## config.mk

```make
export PLATFORM = sky130hd
export DESIGN_NAME = debug_clock_ctrl_flat
export DESIGN_NICKNAME = d
export VERILOG_FILES = /design/src/rtl/debug_clock_ctrl_if.sv /design/src/rtl/debug_clock_ctrl.sv /design/src/flat_wrapper.sv
export SDC_FILE = /design/constraint.sdc
export NUM_CORES = 1
export LEC_CHECK = 0
export ABC_AREA = 1
export CAP_MARGIN = 20
export CORE_MARGIN = 4
export CORE_UTILIZATION = 59
export CTS_BUF_LIST = sky130_fd_sc_hd__clkbuf_8
export CTS_CLUSTER_DIAMETER = 80
export DETAILED_ROUTE_END_ITERATION = 10
export HOLD_SLACK_MARGIN = 0.1
export PLACE_DENSITY_LB_ADDON = 0.2
export SETUP_SLACK_MARGIN = 0.2
export SYNTH_ARGS = -nofsm -noshare
export SYNTH_HDL_FRONTEND = slang
export SYNTH_SLANG_ARGS = --single-unit
```

## constraint.sdc

```tcl
create_clock -name CLK -period 5.5 [get_ports CLK]
set_input_delay 1.1 -clock CLK [delete_from_list [all_inputs] [get_ports CLK]]
set_output_delay 1.1 -clock CLK [all_outputs]
set_load 0.02 [all_outputs]
```

## src/rtl/debug_clock_ctrl_if.sv

```systemverilog
// Control/observation bundle for debug_clock_ctrl: pacing controls in, tick and watch status out.
interface debug_clock_ctrl_if #(
  parameter int unsigned WIDTH = 32,
  parameter int unsigned DIV_W = 24,
  parameter int unsigned CNT_W = 16
);
  logic [1:0]       mode;
  logic             div_load;
  logic [DIV_W-1:0] div_value;
  logic             step;
  logic [WIDTH-1:0] watch;
  logic             tick;
  logic             halted;
  logic [WIDTH-1:0] watch_q;
  logic             changed;
  logic [CNT_W-1:0] change_count;

  modport master (
    output mode, div_load, div_value, step, watch,
    input  tick, halted, watch_q, changed, change_count
  );

  modport slave (
    input  mode, div_load, div_value, step, watch,
    output tick, halted, watch_q, changed, change_count
  );
endinterface

```

## src/rtl/debug_clock_ctrl.sv

```systemverilog
// Programmable tick-enable generator (HALT / FREE / STEP / BREAK pacing) with a
// watched-bus change detector and saturating change counter for board bring-up.
module debug_clock_ctrl #(
  parameter int unsigned WIDTH       = 32,
  parameter int unsigned DIV_W       = 24,
  parameter int unsigned DEFAULT_DIV = 262144,
  parameter int unsigned CNT_W       = 16
) (
  input  logic               CLK,
  input  logic               RESET,
  debug_clock_ctrl_if.slave  bus
);

  localparam logic [2:0] S_HALT  = 3'd0;
  localparam logic [2:0] S_RUN   = 3'd1;
  localparam logic [2:0] S_STEP  = 3'd2;
  localparam logic [2:0] S_BRUN  = 3'd3;
  localparam logic [2:0] S_BHALT = 3'd4;

  localparam logic [DIV_W-1:0] ONE_D = DIV_W'(1);
  localparam logic [CNT_W-1:0] ONE_C = CNT_W'(1);

  logic [2:0]       r_state;
  logic [DIV_W-1:0] r_cnt;
  logic [DIV_W-1:0] r_div;
  logic             r_step_d;
  logic             r_tick;
  logic             r_halted;
  logic [WIDTH-1:0] r_watch_q;
  logic             r_changed;
  logic [CNT_W-1:0] r_change_count;

  logic [2:0]       w_next_state;
  logic             w_step_rise;
  logic             w_running;
  logic             w_wrap;
  logic             w_due;
  logic             w_state_chg;
  logic             w_diff;

  assign w_step_rise = bus.step & ~r_step_d;
  assign w_running   = (r_state == S_RUN) || (r_state == S_BRUN);
  assign w_wrap      = (r_cnt == r_div - ONE_D);
  // A change seen while break-running suppresses the tick being computed this cycle.
  assign w_due       = w_running && w_wrap && !((r_state == S_BRUN) && r_changed);
  assign w_state_chg = (w_next_state != r_state);
  assign w_diff      = (bus.watch != r_watch_q);

  // Next pacing state from mode, with break-halt held until a step edge resumes it.
  always_comb begin
    w_next_state = S_HALT;
    case (bus.mode)
      2'b00: w_next_state = S_HALT;
      2'b01: w_next_state = S_RUN;
      2'b10: w_next_state = S_STEP;
      default: begin
        if (r_state == S_BHALT)
          w_next_state = w_step_rise ? S_BRUN : S_BHALT;
        else if ((r_state == S_BRUN) && r_changed)
          w_next_state = S_BHALT;
        else
          w_next_state = S_BRUN;
      end
    endcase
  end

  // State register and its registered halted flag.
  always_ff @(posedge CLK or posedge RESET) begin
    if (RESET) begin
      r_state  <= S_HALT;
      r_halted <= 1'b1;
    end else begin
      r_state  <= w_next_state;
      r_halted <= (w_next_state == S_HALT) || (w_next_state == S_BHALT);
    end
  end

  // Divisor register and free-run counter; any reload or state change restarts the period.
  always_ff @(posedge CLK or posedge RESET) begin
    if (RESET) begin
      r_div <= DIV_W'(DEFAULT_DIV);
      r_cnt <= '0;
    end else begin
      if (bus.div_load)
        r_div <= (bus.div_value == '0) ? ONE_D : bus.div_value;
      if (bus.div_load || w_state_chg)
        r_cnt <= '0;
      else if (w_running)
        r_cnt <= w_wrap ? '0 : r_cnt + ONE_D;
    end
  end

  // Tick pulse from counter wrap or single-step edge.
  always_ff @(posedge CLK or posedge RESET) begin
    if (RESET) begin
      r_tick   <= 1'b0;
      r_step_d <= 1'b0;
    end else begin
      r_tick   <= w_due || ((r_state == S_STEP) && w_step_rise);
      r_step_d <= bus.step;
    end
  end

  // Watched-bus sampler, change pulse and saturating change counter.
  always_ff @(posedge CLK or posedge RESET) begin
    if (RESET) begin
      r_watch_q      <= '0;
      r_changed      <= 1'b0;
      r_change_count <= '0;
    end else begin
      r_watch_q <= bus.watch;
      r_changed <= w_diff;
      if (w_diff && (r_change_count != '1))
        r_change_count <= r_change_count + ONE_C;
    end
  end

  assign bus.tick         = r_tick;
  assign bus.halted       = r_halted;
  assign bus.watch_q      = r_watch_q;
  assign bus.changed      = r_changed;
  assign bus.change_count = r_change_count;

endmodule
```

## src/flat_wrapper.sv

```systemverilog
// flat-port wrapper written by rule: the top's interface ports become plain ports
module debug_clock_ctrl_flat 
#(
  parameter int unsigned WIDTH       = 32,
  parameter int unsigned DIV_W       = 24,
  parameter int unsigned DEFAULT_DIV = 262144,
  parameter int unsigned CNT_W       = 16
)
  (CLK, RESET, bus_mode, bus_div_load, bus_div_value, bus_step, bus_watch, bus_tick, bus_halted, bus_watch_q, bus_changed, bus_change_count);
  debug_clock_ctrl_if #(.WIDTH(WIDTH), .DIV_W(DIV_W), .CNT_W(CNT_W)) bus_i ();
  input  logic CLK;
  input  logic RESET;
  input wire logic [$bits(bus_i.mode)-1:0] bus_mode;
  input wire logic [$bits(bus_i.div_load)-1:0] bus_div_load;
  input wire logic [$bits(bus_i.div_value)-1:0] bus_div_value;
  input wire logic [$bits(bus_i.step)-1:0] bus_step;
  input wire logic [$bits(bus_i.watch)-1:0] bus_watch;
  output wire logic [$bits(bus_i.tick)-1:0] bus_tick;
  output wire logic [$bits(bus_i.halted)-1:0] bus_halted;
  output wire logic [$bits(bus_i.watch_q)-1:0] bus_watch_q;
  output wire logic [$bits(bus_i.changed)-1:0] bus_changed;
  output wire logic [$bits(bus_i.change_count)-1:0] bus_change_count;
  assign bus_i.mode = bus_mode;
  assign bus_i.div_load = bus_div_load;
  assign bus_i.div_value = bus_div_value;
  assign bus_i.step = bus_step;
  assign bus_i.watch = bus_watch;
  assign bus_tick = bus_i.tick;
  assign bus_halted = bus_i.halted;
  assign bus_watch_q = bus_i.watch_q;
  assign bus_changed = bus_i.changed;
  assign bus_change_count = bus_i.change_count;
  debug_clock_ctrl #(.WIDTH(WIDTH), .DIV_W(DIV_W), .DEFAULT_DIV(DEFAULT_DIV), .CNT_W(CNT_W)) u_core (.CLK(CLK), .RESET(RESET), .bus(bus_i));
endmodule
```

==> flow_metrics.py, run 1 <==
metrics = {
    "worst_setup_path": {
        "worstSetupPathType": "in -> reg",
        "crit_path_end_kind": "flop",
        "crit_required_ns": 5.78,
        "r2r_start": "u_core.r_state[2]",
        "crit_path_max_fanout": 15,
        "critPathTopFamily": "simple AND/OR/NAND/NOR gates",
        "max_stage_delay_ns": 0.47,
        "r2r_cells": 9,
        "crit_arrival_ns": 3.16,
        "r2r-end": "u_core.r_cnt[13]",
        "rrSetupSlack_ns": 2.78,
        "cp_num_buf_inv": 2,
        "cp-start-kind": "primary input",
        "crit_path_cell_trace": "clkdlybuf4s50_1, inv_1, or2_2, nand3_1, nor2_1, nand2_1, nor2_1, nand2_1, nand2_1, nor3_1, nand2_1, nand2_1, nand2_1",
        "slowest_stage": "clkdlybuf4s50_1",
        "crit_path_frequent_cell": "nand2_1",
    },
    "timing": {
        "setup_viol": 0,
        "tightest_slew_ns": 0.912,
        "post-route-period-util": 0.524,
        "fin_skew_ns": 0.00810,
        "slew_viol_final": 0,
        "hold_viol_final": 0,
        "rsz0062_at_grt": "false",
        "min_period_ns": 2.88,
        "setup_tns_ns": 0,
        "timing.slew.headroom": 0.392,
        "fmax_mhz": 347,
    },
    "synthesis": {
        "synth_edf_count": 0,
        "synthCells": 781,
        "synth_top_area_cell": "dfrtp_1",
        "synth.distinct_cells": 38,
        "synth_area_leaders": "dfrtp_1 41%, nand2_1 14%, xnor2_1 6.1%",
        "asyncSetResetFlopFracSynth": 1.00,
        "yosysSeqAreaShare": 0.418,
        "yosys.area.top_type_share": 0.409,
        "yosysWarnings": 0,
        "yosys_register_bits": 103,
        "syn_nets": 846,
        "avgSynthCellArea_um2": 7.90,
        "synth_ff_type": "dfrtp_1",
        "synthesis.area_um2": 6170,
    },
    "worst_hold_path": {
        "holdPathEnd": "u_core.bus.change_count[2]",
        "hold_path_startpoint": "u_core.bus.change_count[2]",
        "hold_path_class": "reg -> reg",
        "whs_path_depth": 1,
    },
    "clock_tree": {
        "cts_resized": 0,
        "cts_made_buffers": 9,
        "cts_tree": "built",
        "clock_sinks": 103,
        "cts_root_buffer": "clkbuf_8",
        "post-cts-setup-buffers": 0,
        "htree_levels": 3,
        "clkTransAtPathRegs_ns": 0.10,
        "insertion_delay_ns": 0.38,
        "hold_buffers": 0,
        "clk_path_buf_depth": 2,
    },
    "power_and_ir_drop": {
        "combPwrFrac": 0.179,
        "irDropWorstVdd_mv": 0.232,
        "p_switching_mw": 0.460,
        "cellLeakagePower_nw": 3.55,
        "p_sw_frac": 0.295,
        "p_int_mw": 1.10,
        "clockPowerShare": 0.292,
        "p_per_area_nw_per_um2": 206,
        "pwr-share-seq": 0.529,
    },
    "final_layout": {
        "stdcell_area_um2": 7570,
        "final_common_cell": "nand2_1",
        "diodes": 0,
        "drive_gt1_frac": 0.0837,
        "area_delta_synth_final_pct": 22.7,
        "fin_util": 0.737,
        "layout_common_cells": "222 x nand2_1, 112 x clkdlybuf4s50_1, 101 x dfrtp_1",
        "fin_nets": 956,
        "fill_cells": 798,
    },
    "route": {
        "antenna_left": 0,
        "drt_iter0_drc": 357,
        "drc": 0,
        "wl_per_cell_um": 14.4,
        "wl_um": 14900,
        "dr.pass1.iters": 5,
        "viasPerCell": 5.30,
        "vias": 5471,
    },
    "flow_run": {
        "cap_viol_max_count": 0,
    },
    "placement": {
        "dpl.hpwl_um": 11200,
        "placed_cell_area_um2": 7390,
        "gp_congestion": 0.912,
        "io_buffers": 112,
    },
    "grt": {
        "grt.total_usage": 0.262,
        "grt_max_degree": 76,
        "first_global_vias": 5487,
        "antenna_found_initial": 0,
        "grt-ovfl-total": 0,
        "grt_pass1_wl_um": 25000,
    },
    "floorplan": {
        "pin_count": 113,
        "std_cell_rows": 37,
        "design.core.area_um2": 10300,
        "die_area_um2": 12200,
        "fp.dieH_um": 110,
        "initial_utilization": 0.601,
        "die_w_um": 110,
    },
    "run_status": {
        "outcome": "finished clean",
    },
}
## worst max path at each step
| stage | start | end | slack [ns] | cells past startpoint |
|---|---|---|---|---|
| detailed placement | bus_watch[14] | u_core.bus.change_count[10] | 2.20 | 13 |
| finish | bus_watch[14] | u_core.bus.change_count[10] | 2.62 | 13 |
| CTS | bus_watch[14] | u_core.bus.change_count[10] | 2.63 | 13 |
| global placement | bus_div_load | u_core.r_cnt[14] | 2.29 | 7 |
| floorplan | RESET | u_core.bus.change_count[0] | 1.70 | 1 |
| global route | bus_watch[14] | u_core.bus.change_count[10] | 2.36 | 13 |
## power groups by stage
stage               sequential [mW]  combinational [mW]  clock [mW]
floorplan                     0.848               0.156           0
global placement              0.839               0.271           0
detailed placement            0.839               0.279           0
CTS                           0.825               0.281       0.472
global route                  0.829               0.307       0.505
finish                        0.825               0.279       0.455
## per-stage QoR
stage          power (mW)  setup WS (ns)  std cells  hold slack, ns
2_1_floorplan        1.00           1.70        781           0.499
3_3_place_gp         1.11           2.29       1016           0.510
3_5_place_dp         1.12           2.20       1016           0.519
4_1_cts              1.58           2.63       1032           0.539
5_1_grt              1.64           2.36       1032           0.565
6_report             1.56           2.62       1032           0.535
## flip-flops by register name, indices dropped and copies added, names as in the netlist
| register | flops |
|---|---|
| u_core.r_cnt | 24 |
| u_core.bus.changed | 1 |
| u_core.bus.change_count | 16 |
| u_core.r_state | 3 |
| u_core.bus.halted | 1 |
| u_core.bus.tick | 1 |
| u_core.r_step_d | 1 |
| u_core.r_div | 24 |
| u_core.bus.watch_q | 32 |
## metal layers
| layer | track usage | vias up | wire length, um |
|---|---|---|---|
| li1 | - | 2705 | - |
| met3 | 0.0949 | 22 | 1270 |
| met5 | 0 | - | 0 |
| met4 | 0.0739 | 0 | 258 |
| met2 | 0.450 | 193 | 7380 |
| met1 | 0.311 | 2551 | 5950 |
## logic make-up after synthesis
logic type / count (synthesis) / share of synthesized area
AO/OA/AOI/OAI: 22 / 0.0217
XOR/XNOR: 82 / 0.116
adder cells (fa/ha/maj): 3 / 0.00608
buffers and inverters: 111 / 0.0732
flip-flops: 103 / 0.418
multiplexers: 15 / 0.0274
AND/OR/NAND/NOR: 445 / 0.337
## final cells by class
cell class / count / area [um^2] / area share
Multi-Input combinational cell: 567 / 3140 / 0.415
Sequential cell: 103 / 2580 / 0.341
Timing Repair Buffer: 114 / 1140 / 0.150
Inverter: 96 / 363 / 0.0479
Tap cell: 136 / 170 / 0.0225
Clock buffer: 10 / 138 / 0.0182
Clock inverter: 6 / 45.0 / 0.00595
## cell usage after synthesis (5+ instances only)
cell type    n
inv_1       90
nand3b_1     7
mux2_2      15
nand4_1     44
clkbuf_1     6
dfrtp_1    101
nor2_2       8
o21ai_0     15
inv_2        5
xnor2_1     43
nor4_1      12
xor2_1      39
nand3_1     35
nor2_4       7
nand2_1    222
nor3_1      14
nor2_1      77
Power figures use the tool's default switching activity.
==> run 2, diff against run 1 <==
- CORE_UTILIZATION: 59 -> 55
- clock period: 5.5 -> 2.8 ns (I/O delays scaled with it)
==> flow_metrics.py, run 2 (synthesized netlist as in run 1, its figures left out) <==
metrics = {
    "timing": {
        "holdWs_ns": 0.522,
        "fin_skew_ns": 0.00991,
        "rsz0062_at_grt": "false",
        "layout_setup_ws_ns": 0.483,
        "slew_viol_final": 0,
        "min_period_ns": 2.32,
        "tightest_slew_ns": 0.578,
        "fmax_mhz": 432,
        "timing.slew.headroom": 0.615,
        "setup_tns_ns": 0,
        "setup_viol": 0,
        "hold_viol_final": 0,
        "post-route-period-util": 0.827,
    },
    "placement": {
        "dp_slack_ns": 0.258,
        "gp_congestion": 0.951,
        "placed_cell_area_um2": 7430,
        "io_buffers": 112,
        "placed_cells": 1023,
        "dpl.hpwl_um": 11900,
    },
    "worst_setup_path": {
        "critPathTopFamily": "simple AND/OR/NAND/NOR gates",
        "crit_path_cell_trace": "inv_2, ha_1, nand2_4, nor2_8, xor2_1, nand2_1, nor2_1, nand2_1, nor2_4, nand2_4, nand4_1, nand2_1",
        "cp-start-kind": "flop",
        "crit_required_ns": 3.07,
        "cp_num_buf_inv": 1,
        "crit_path_max_fanout": 24,
        "worstSetupPathType": "reg -> reg",
        "crit_path_end_kind": "flop",
        "slowest_stage": "dfrtp_1",
        "max_stage_delay_ns": 0.44,
        "crit_path_frequent_cell": "nand2_1",
        "crit_arrival_ns": 2.59,
    },
    "flow_run": {
        "cap_viol_max_count": 0,
    },
    "final_layout": {
        "fin_util": 0.698,
        "diodes": 0,
        "layout_common_cells": "222 x nand2_1, 112 x clkdlybuf4s50_1, 101 x dfrtp_1",
        "fin_nets": 959,
        "area_delta_synth_final_pct": 23.1,
        "largest_reg_flops": 32,
        "drive_gt1_frac": 0.0858,
        "final_cells": 1037,
        "final_common_cell": "nand2_1",
        "stdcell_area_um2": 7600,
    },
    "floorplan": {
        "std_cell_rows": 38,
        "design.core.area_um2": 10900,
        "die_w_um": 114,
        "die_area_um2": 13000,
        "initial_utilization": 0.567,
        "fp.dieH_um": 114,
        "pin_count": 113,
    },
    "clock_tree": {
        "clkTransAtPathRegs_ns": 0.09,
        "hold_buffers": 0,
        "clock_sinks": 103,
        "htree_levels": 3,
        "cts_made_buffers": 9,
        "post-cts-setup-buffers": 0,
        "cts_root_buffer": "clkbuf_8",
        "clk_path_buf_depth": 2,
        "cts_tree": "built",
        "insertion_delay_ns": 0.38,
        "cts_resized": 0,
    },
    "route": {
        "wl_um": 15500,
        "dr.pass1.iters": 5,
        "vias": 5499,
        "drt_iter0_drc": 299,
        "wl_per_cell_um": 14.9,
        "drc": 0,
        "viasPerCell": 5.30,
        "wl_met2_um": 7870,
        "highest_layer": "met4",
        "wl_met1_um": 6270,
        "dr_wl_met3_um": 1090,
        "antenna_left": 0,
    },
    "power_and_ir_drop": {
        "report.power.total_mw": 3.05,
        "p_per_area_nw_per_um2": 401,
        "cellLeakagePower_nw": 3.55,
        "irDropWorstVdd_mv": 0.452,
    },
    "worst_hold_path": {
        "hold_path_class": "reg -> reg",
    },
    "grt": {
        "grt_max_degree": 104,
        "first_global_vias": 5652,
        "antenna_found_initial": 0,
        "grt-ovfl-total": 0,
        "grt_pass1_wl_um": 26600,
        "grt.total_usage": 0.253,
    },
    "run_status": {
        "outcome": "finished clean",
    },
}
-- run 2: changes by cell type in the layout (fill, tap and decap cells not counted), sizes merged --
cell | previous run | this run
buf | 2 | 5
inv | 98 | 95
clkinv | 3 | 1
clkinvlp | 1 | 4
-- run 2: layout make-up --
cell class	instances	area, um^2
inverter	96	364
tap	140	175
clock buffer	10	138
fill	881	3290
timing repair buffer	117	1170
clock inverter	4	31.3
sequential	103	2580
multi-input combinational	567	3140
-- run 2: worst register-to-register path, stage by stage, from the launching register on --
cell and delay, ns:
dfrtp_1 0.44, inv_2 0.17, ha_1 0.32, nand2_4 0.13, nor2_8 0.20, xor2_1 0.16, nand2_1 0.06, nor2_1 0.11
nand2_1 0.09, nor2_4 0.15, nand2_4 0.19, nand4_1 0.13, nand2_1 0.06
-- run 2: path summary, 6_finish.rpt --
path / from / endpoint / cells after the start / slack, ns
worst max-delay path: u_core.r_div[0] / u_core.r_cnt[8] / 12 / 0.48
worst min-delay path: u_core.bus.change_count[2] / u_core.bus.change_count[2] / 1 / 0.52
worst max register to register: u_core.r_div[0] / u_core.r_cnt[8] / 12 / 0.48
worst min register to register: u_core.bus.change_count[2] / u_core.bus.change_count[2] / 1 / 0.52
max in group asynchronous: RESET / u_core.r_cnt[13] / 3 / 1.68
min in group asynchronous: RESET / u_core.bus.watch_q[14] / 3 / 0.65
-- run 2: layer usage --
metal,track usage,vias up
met2,0.438,153
met1,0.306,2607
met3,0.0849,22
met4,0.0562,0
li1,-,2717
met5,0,-
-- run 2: power breakdown --
group	switching (mW)	internal (mW)	total (mW)	leakage (nW)
registers	0.0704	1.55	1.62	1.27
logic	0.297	0.259	0.556	2.20
clock network	0.532	0.341	0.873	0.0769
total	0.899	2.15	3.05	3.55
